## src/rtl/bus_pkg.sv

```systemverilog
// rtl/bus_pkg.sv - shared state encoding, master IDs and defaults for the bus arbiter
package bus_pkg;

    typedef enum logic [1:0] {
        ST_IDLE   = 2'd0,
        ST_GRANT1 = 2'd1,
        ST_GRANT2 = 2'd2
    } arb_state_t;

    localparam logic M1 = 1'b0;
    localparam logic M2 = 1'b1;

    localparam int MAX_HOLD_DEFAULT  = 64;
    localparam int CNT_WIDTH_DEFAULT = 8;

endpackage

```

## src/rtl/arb_hold_counter.sv

```systemverilog
// rtl/arb_hold_counter.sv - saturating grant-hold counter with at-limit flag
module arb_hold_counter
    import bus_pkg::*;
#(
    parameter int MAX_HOLD  = MAX_HOLD_DEFAULT,
    parameter int CNT_WIDTH = CNT_WIDTH_DEFAULT
) (
    input  logic clk,
    input  logic rst,
    input  logic clear,
    input  logic enable,
    output logic at_limit
);

    localparam logic [CNT_WIDTH-1:0] LIMIT = CNT_WIDTH'(MAX_HOLD - 1);

    logic [CNT_WIDTH-1:0] count;

    // Count owned cycles; clear wins over enable, and the count parks at LIMIT
    always_ff @(posedge clk) begin
        if (rst || clear) begin
            count <= '0;
        end else if (enable && !at_limit) begin
            count <= count + CNT_WIDTH'(1);
        end
    end

    assign at_limit = (count == LIMIT);

endmodule

```

## src/rtl/bus_arbiter.sv

```systemverilog
// rtl/bus_arbiter.sv - two-master round-robin bus arbiter with hold limit and split parking
module bus_arbiter
    import bus_pkg::*;
#(
    parameter int MAX_HOLD  = MAX_HOLD_DEFAULT,
    parameter int CNT_WIDTH = CNT_WIDTH_DEFAULT
) (
    input  logic clk,
    input  logic rst,
    input  logic breq1,
    input  logic breq2,
    input  logic ssplit,
    input  logic split_resume,
    output logic bgrant1,
    output logic bgrant2,
    output logic msel,
    output logic split_pend,
    output logic split_id
);

    arb_state_t state;
    arb_state_t state_nxt;

    logic last_grant;
    logic last_grant_nxt;
    logic msel_nxt;
    logic split_pend_nxt;
    logic split_id_nxt;
    // Set once the slave has signalled that the parked master's data is ready
    logic resumed;
    logic resumed_nxt;

    logic at_limit;
    logic cnt_clear;
    logic cnt_enable;

    logic blocked1;
    logic blocked2;
    logic elig1;
    logic elig2;
    logic prio1;
    logic prio2;
    logic parked_req;
    logic split_take;
    logic forfeit;
    logic parked_granted;

    // A parked master stays ineligible until resumed; once resumed it has priority
    assign blocked1   = split_pend && !resumed && (split_id == M1);
    assign blocked2   = split_pend && !resumed && (split_id == M2);
    assign elig1      = breq1 && !blocked1;
    assign elig2      = breq2 && !blocked2;
    assign prio1      = split_pend && resumed && (split_id == M1) && breq1;
    assign prio2      = split_pend && resumed && (split_id == M2) && breq2;
    assign parked_req = (split_id == M1) ? breq1 : breq2;

    // A split only lands on an active owner with no split already outstanding
    assign split_take = ssplit && !split_pend && (state != ST_IDLE);
    assign forfeit    = split_pend && resumed && !parked_req;

    // Next-state arbitration: priority for resumed master, round-robin otherwise
    always_comb begin
        state_nxt = state;
        case (state)
            ST_IDLE: begin
                if (prio1) begin
                    state_nxt = ST_GRANT1;
                end else if (prio2) begin
                    state_nxt = ST_GRANT2;
                end else if (elig1 && elig2) begin
                    state_nxt = (last_grant == M1) ? ST_GRANT2 : ST_GRANT1;
                end else if (elig1) begin
                    state_nxt = ST_GRANT1;
                end else if (elig2) begin
                    state_nxt = ST_GRANT2;
                end
            end
            ST_GRANT1: begin
                if (split_take || !breq1) begin
                    state_nxt = elig2 ? ST_GRANT2 : ST_IDLE;
                end else if (at_limit && elig2) begin
                    state_nxt = ST_GRANT2;
                end
            end
            ST_GRANT2: begin
                if (split_take || !breq2) begin
                    state_nxt = elig1 ? ST_GRANT1 : ST_IDLE;
                end else if (at_limit && elig1) begin
                    state_nxt = ST_GRANT1;
                end
            end
            default: begin
                state_nxt = ST_IDLE;
            end
        endcase
    end

    // Split bookkeeping and the mux select / round-robin history that follow the grant
    always_comb begin
        split_pend_nxt = split_pend;
        split_id_nxt   = split_id;
        resumed_nxt    = resumed;
        msel_nxt       = msel;
        last_grant_nxt = last_grant;

        parked_granted = (split_id == M1) ? (state_nxt == ST_GRANT1)
                                          : (state_nxt == ST_GRANT2);

        if (split_take) begin
            split_pend_nxt = 1'b1;
            split_id_nxt   = (state == ST_GRANT2) ? M2 : M1;
            resumed_nxt    = 1'b0;
        end else if (split_pend) begin
            if (split_resume) begin
                resumed_nxt = 1'b1;
            end
            if (forfeit || parked_granted) begin
                split_pend_nxt = 1'b0;
                resumed_nxt    = 1'b0;
            end
        end

        if (state_nxt == ST_GRANT1) begin
            msel_nxt       = M1;
            last_grant_nxt = M1;
        end else if (state_nxt == ST_GRANT2) begin
            msel_nxt       = M2;
            last_grant_nxt = M2;
        end
    end

    // Register arbiter state; reset forgets any split and favours master 1 next
    always_ff @(posedge clk) begin
        if (rst) begin
            state      <= ST_IDLE;
            msel       <= M1;
            last_grant <= M2;
            split_pend <= 1'b0;
            split_id   <= M1;
            resumed    <= 1'b0;
        end else begin
            state      <= state_nxt;
            msel       <= msel_nxt;
            last_grant <= last_grant_nxt;
            split_pend <= split_pend_nxt;
            split_id   <= split_id_nxt;
            resumed    <= resumed_nxt;
        end
    end

    assign cnt_clear  = (state_nxt != state) || (state == ST_IDLE);
    assign cnt_enable = (state != ST_IDLE);

    arb_hold_counter #(
        .MAX_HOLD  (MAX_HOLD),
        .CNT_WIDTH (CNT_WIDTH)
    ) u_hold (
        .clk      (clk),
        .rst      (rst),
        .clear    (cnt_clear),
        .enable   (cnt_enable),
        .at_limit (at_limit)
    );

    assign bgrant1 = (state == ST_GRANT1);
    assign bgrant2 = (state == ST_GRANT2);

endmodule

```

## config.mk

```make
export PLATFORM = sky130hd
export DESIGN_NAME = bus_arbiter
export DESIGN_NICKNAME = d
export VERILOG_FILES = /design/src/rtl/bus_pkg.sv /design/src/rtl/arb_hold_counter.sv /design/src/rtl/bus_arbiter.sv
export SDC_FILE = /design/constraint.sdc
export NUM_CORES = 1
export LEC_CHECK = 0
export BUFFER_PORTS_ARGS = -buffer_cell sky130_fd_sc_hd__buf_2
export CAP_MARGIN = 20
export CORE_MARGIN = 2
export CORE_UTILIZATION = 50
export CTS_BUF_LIST = sky130_fd_sc_hd__clkbuf_4
export CTS_CLUSTER_SIZE = 28
export DETAILED_ROUTE_END_ITERATION = 16
export PLACE_DENSITY = 0.8
export SLEW_MARGIN = 20
export SYNTH_ARGS = -nofsm -noshare
export SYNTH_HDL_FRONTEND = slang
export SYNTH_SLANG_ARGS = --single-unit
export TNS_END_PERCENT = 50
```

## constraint.sdc

```tcl
create_clock -name clk -period 2.3 [get_ports clk]
set_input_delay 0.345 -clock clk [delete_from_list [all_inputs] [get_ports clk]]
set_output_delay 0.345 -clock clk [all_outputs]
set_load 0.02 [all_outputs]
```

# == After elaboration in Yosys (flattened, before gate mapping) ==
# Index checks and enable logic that the tools add are counted.
# word_totals
ff_bits,15
inputBits,6
# op_classes
addsub,1
n_eq_ne,6
n_mux,23
bitwise_logic,1
n_reduce_logical,37
# op_table
op,count
2-to-1 mux 2 bit,11
logical AND 1 bit,17
2-to-1 mux 1 bit,11
adder 8 x 1 -> 8 bit (second input constant),1
== test 8 x 6 -> 1 bit (second input constant),1
zero test 1 bit,8
one-hot mux 2 bit (3 select lines),1
nonzero test 2 bit,3
logical OR 1 bit,5
== test 2 x 1 -> 1 bit (second input constant),2
== test 2 bit (second input constant),2
OR reduction 2 bit,2
zero test 2 bit,1
!= test 2 bit,1
AND reduction 2 bit,1
inverter 1 bit,1

# == Logic depth before layout (Yosys ltp) ==
# depth
word_depth,17
ltp_mapped,10

# == Modules after synthesis ==
# Synthesis repeated with hierarchy kept, for this count alone.
# hier_totals
cells_unflattened,102
area_unflattened_um2,892.1
# by_module_without_submodules
mod,n_inst,cells_per_inst,area_each_um2,seq_area_each_um2
bus_arbiter,1,57,473.0,140.1
arb_hold_counter,1,45,419.2,160.2

# == Worst setup path after synthesis ==
# OpenSTA, ideal clock, no wires.
# synth_path
path_type,register to register
startpoint,register u_hold.count[0]
endpoint,register resumed
arrival_ns,2.190
setup_slack_ns,0.045
path_stages_with_launch,10
cell_sequence,dfxtp_1 ha_1 nor3b_2 nand4_1 and2_1 or3_1 ha_1 a221oi_1 o21ai_0 nor2_1
# synth_between
elab_chain_len,10
word_cells_on_any_way,15
# synth_rtl
element,line,rtl
"start, declared",arb_hold_counter.sv:17,logic [CNT_WIDTH-1:0] count;
"start signal, assigned",arb_hold_counter.sv:24,count <= count + CNT_WIDTH'(1);
== test 8 x 6 -> 1 bit (*),arb_hold_counter.sv:28,assign at_limit = (count == LIMIT);
logical AND 1 bit (on tied branches),"bus_arbiter.sv:88, bus_arbiter.sv:81",
2-to-1 mux 2 bit (on tied branches),"bus_arbiter.sv:88, bus_arbiter.sv:81",
2-to-1 mux 2 bit (on tied branches),"bus_arbiter.sv:86, bus_arbiter.sv:79",
one-hot mux 2 bit (3 select lines) (*),bus_arbiter.sv:64,case (state)
named net state_nxt[1],bus_arbiter.sv:22,arb_state_t state_nxt;
== test 2 x 1 -> 1 bit or == test 2 bit (tied branches),"bus_arbiter.sv:106, bus_arbiter.sv:107",
2-to-1 mux 1 bit (*),bus_arbiter.sv:106,parked_granted = (split_id == M1) ? (state_nxt == ST_GRANT1)
logical OR 1 bit (*),bus_arbiter.sv:117,if (forfeit || parked_granted) begin
nonzero test 2 bit (no source line),--,
AND reduction 2 bit (no source line),--,
"end signal, assigned",bus_arbiter.sv:147,resumed <= resumed_nxt;
"end, declared",bus_arbiter.sv:30,logic resumed;
# Mark *: on every way through the listed nets, which the timed path passes. The rest lies on a longest branch.
# A chain may end at the register's enable or synchronous reset.

# == Worst setup path after layout ==
# layout_path
startpoint,register u_hold.count[1]
endpoint,register resumed
# The elaborated chain is that of the path after synthesis.

==> flow_metrics.tcl <==
set metrics [dict create \
    ys_async_sr_fraction_pct 0 \
    met3_length_um 114 \
    synthDistinctLibCells 40 \
    h-tree-depth 1 \
    design.core.area_mm2 0.00173 \
    worst_clock_skew_ps 15.9 \
    ant_nets 0 \
    num_io_pins 11 \
    initial_core_utilization_pct 52.8 \
    post_route_cells_drive_above_1_share_pct 28.7 \
    detail_route.iter0.violations 49 \
    die-area_mm2 0.00218 \
    layout.cells.non_filler 147 \
    path_buf_inv 0 \
    synth_largest_type_area_fraction_pct 32.9 \
    cts.root.buffer_cell "clkbuf_4" \
    power.density_cell_area_mw_per_mm2 580 \
    power_leakage_nw 0.395 \
    per_instance_average_area_after_synthesis_um2 8.45 \
    synth_area_um2 912 \
    result_of_the_run "complete, no violations" \
    fin_nets 132 \
    seqCellArea_um2 303 \
    worst-endpoint-required_ps 2540 \
    groute.usage.overall_pct 22.7 \
    pwr-share-seq_pct 48.0 \
    routedWlPerCell_um 14.4 \
    cts_tree "built" \
    largest_net_degree_at_the_start_of_global_routing 13 \
    clk_pin_slew_worst_paths_ps 100 \
    clock_power_share_pct 24.6 \
    layout_worst_path_cycle_share_pct 93.6 \
    synth.largest_area_cell "dfxtp_1" \
    layout.cells.most_common_list "dfxtp_1, buf_2, nor3_1, nand3_1, nand2_1" \
    finalCriticalPeriod_ps 2150 \
    synthesis_to_layout_area_growth_pct 15.1 \
    ys_warn_count 0 \
    power_switching_mw 0.198 \
    worstPathMaxFanout 4 \
    synth-main-ff-cell "dfxtp_1" \
    cap_violations 0 \
    drc 0 \
    antenna_found_initial 0 \
    finalSetupViolations 0 \
    grt_setup_unrepaired "no" \
    worst_ir_drop_vdd_uv 421 \
    max_freq_mhz 464 \
    syn-instance-count 108 \
    p_sw_share_pct 32.6 \
    detailed_route_via_count 878 \
    place_hpwl_um 1540 \
    insertedDiodeCount 0 \
    critPathKind "reg -> reg" \
    most_common_library_cell_in_the_layout_ignoring_fill_and_taps "dfxtp_1" \
    grt_overflow 0 \
    end_kind "register" \
    multi_input_comb_area_um2 586 \
    path_cells "ha_2 > nor3b_4 > nand4_1 > and2_1 > or3_1 > ha_1 > a221oi_2 > o21ai_1 > nor2_1" \
    grt_first_pass_wirelength_um 3500 \
    ys_ff_latch 15 \
    synth-seq-area-share_pct 32.9 \
    globalplace.congestion 0.930 \
    cp.arrival_ps 2390 \
    buffer_ports.inserted 10 \
    numPlacedInstances 143 \
    maxSlewHeadroom_pct 50.0 \
    met1_length_um 936 \
    mappedNetlistNets 117 \
    dr.max_layer_used "met4" \
    die-width_um 46.7 \
    tightest_slew_ps 750 \
    num_rows 15 \
    post_synth_edffs 0 \
    cts_max_path_buffers 2 \
    fillerInstances 164 \
    max_slew_violation_count 0 \
    min_path_type "in -> reg" \
    worstSkewPairLatency_ps 290 \
    die-height_um 46.7 \
    internal_power_mw 0.410 \
    mean_number_of_vias_per_cell 5.97 \
    combPwrFrac_pct 27.5 \
    worst_path_largest_cell_delay_ps 350 \
    path_delay_family "simple AND/OR/NAND/NOR gates" \
    cts_hold_repair.buffers 0 \
    fin_setup_tns_ps 0 \
    routed_wire_length_um 2110 \
    crit_path_top_delay_cell "dfxtp_2" \
    routed-wl-met2_um 1040 \
    hold_viol 0 \
    post_synth_main_area_contributors "dfxtp_1, nor3_1, ha_1" \
    worstSetupStartpointType "register" \
    grt_pass1_vias 816 \
    firstDrtPassIters 4 \
    clock-sinks 15 \
    cts_buffers 3 \
]
## per-layer routing
metal	track usage [%]	vias up
li1	-	429
met1	29.4	416
met2	38.1	29
met3	5.88	4
met4	5.00	0
met5	0	-
## state kept, by name, indices dropped and copies added (netlist names)
| signal | cells |
|---|---|
| msel | 1 |
| state | 2 |
| u_hold.count | 8 |
| last_grant | 1 |
| resumed | 1 |
| split_id | 1 |
| split_pend | 1 |
## cell families (layout without fill, tap and decap cells)
family / Yosys count / after routing / synth area share, %
and+or+nand+nor: 49 / 49 / 31.0
AOI/OAI and AO/OA: 24 / 24 / 19.2
DFF: 15 / 15 / 32.9
buffers and inverters: 9 / 23 / 4.53
xor gates and xnor gates: 5 / 5 / 4.80
adders and majority gates: 3 / 3 / 4.12
muxes: 3 / 3 / 3.43
## cells in the mapped netlist, types with 2 or more instances
cell type / number
dfxtp_1: 15
nor3_1: 8
nand2_1: 7
nand3_1: 7
a211oi_1: 4
a21oi_1: 4
clkbuf_1: 4
inv_1: 4
nand4_1: 4
nor2_1: 4
nor2b_1: 4
and3_1: 3
ha_1: 3
o21ai_0: 3
xnor2_1: 3
a22oi_1: 2
a31oi_1: 2
mux2i_1: 2
nand3b_1: 2
or2_2: 2
xor2_1: 2
## through the flow
stage	total power, mW	setup WS (ps)	instance area [um^2]	utilization [%]	hold WS (ps)
4_1_cts	0.606	27.4	1030	59.8	311
2_1_floorplan	0.413	45.3	912	-	423
3_5_place_dp	0.455	46.1	1000	58.2	482
3_3_place_gp	0.452	163	1000	58.2	502
6_report	0.609	147	1050	60.8	309
5_1_grt	0.645	5.93	1050	60.8	305
## what timing repair did
item                                    CTS  global route
endpoints found under the setup margin    0             3
setup buffers                             0             0
gates resized for setup                   0             6
## path summary, 6_finish.rpt
check | end | cells past startpoint | slack (ps) | start
min reg2reg | msel | 2 | 500 | msel
max | resumed | 9 | 150 | u_hold.count[1]
max reg2reg | resumed | 9 | 150 | u_hold.count[1]
min | resumed | 3 | 310 | split_resume
## final cells by class
cell class	instances	area share, %
Clock buffer	3	2.15
Clock inverter	1	0.477
Multi-Input combinational cell	84	55.8
Timing Repair Buffer	15	8.34
Tap cell	25	2.98
Inverter	4	1.43
Sequential cell	15	28.8
## tightest hold or removal path, delay by kind of cell
| family | cells | cell delay (ps) |
|---|---|---|
| and+or+nand+nor | 1 | 80 |
| buffers and inverters | 1 | 80 |
| AOI/OAI and AO/OA | 1 | 70 |
## power by group through the flow
stage / sequential [mW] / combinational (mW) / clock, mW
after floorplan: 0.297 / 0.116 / 0
after global placement: 0.295 / 0.157 / 0
after global routing: 0.294 / 0.184 / 0.167
final: 0.292 / 0.167 / 0.150
after detailed placement: 0.296 / 0.159 / 0
after CTS: 0.291 / 0.161 / 0.155
Note: power is estimated with default switching activity, not from simulation.
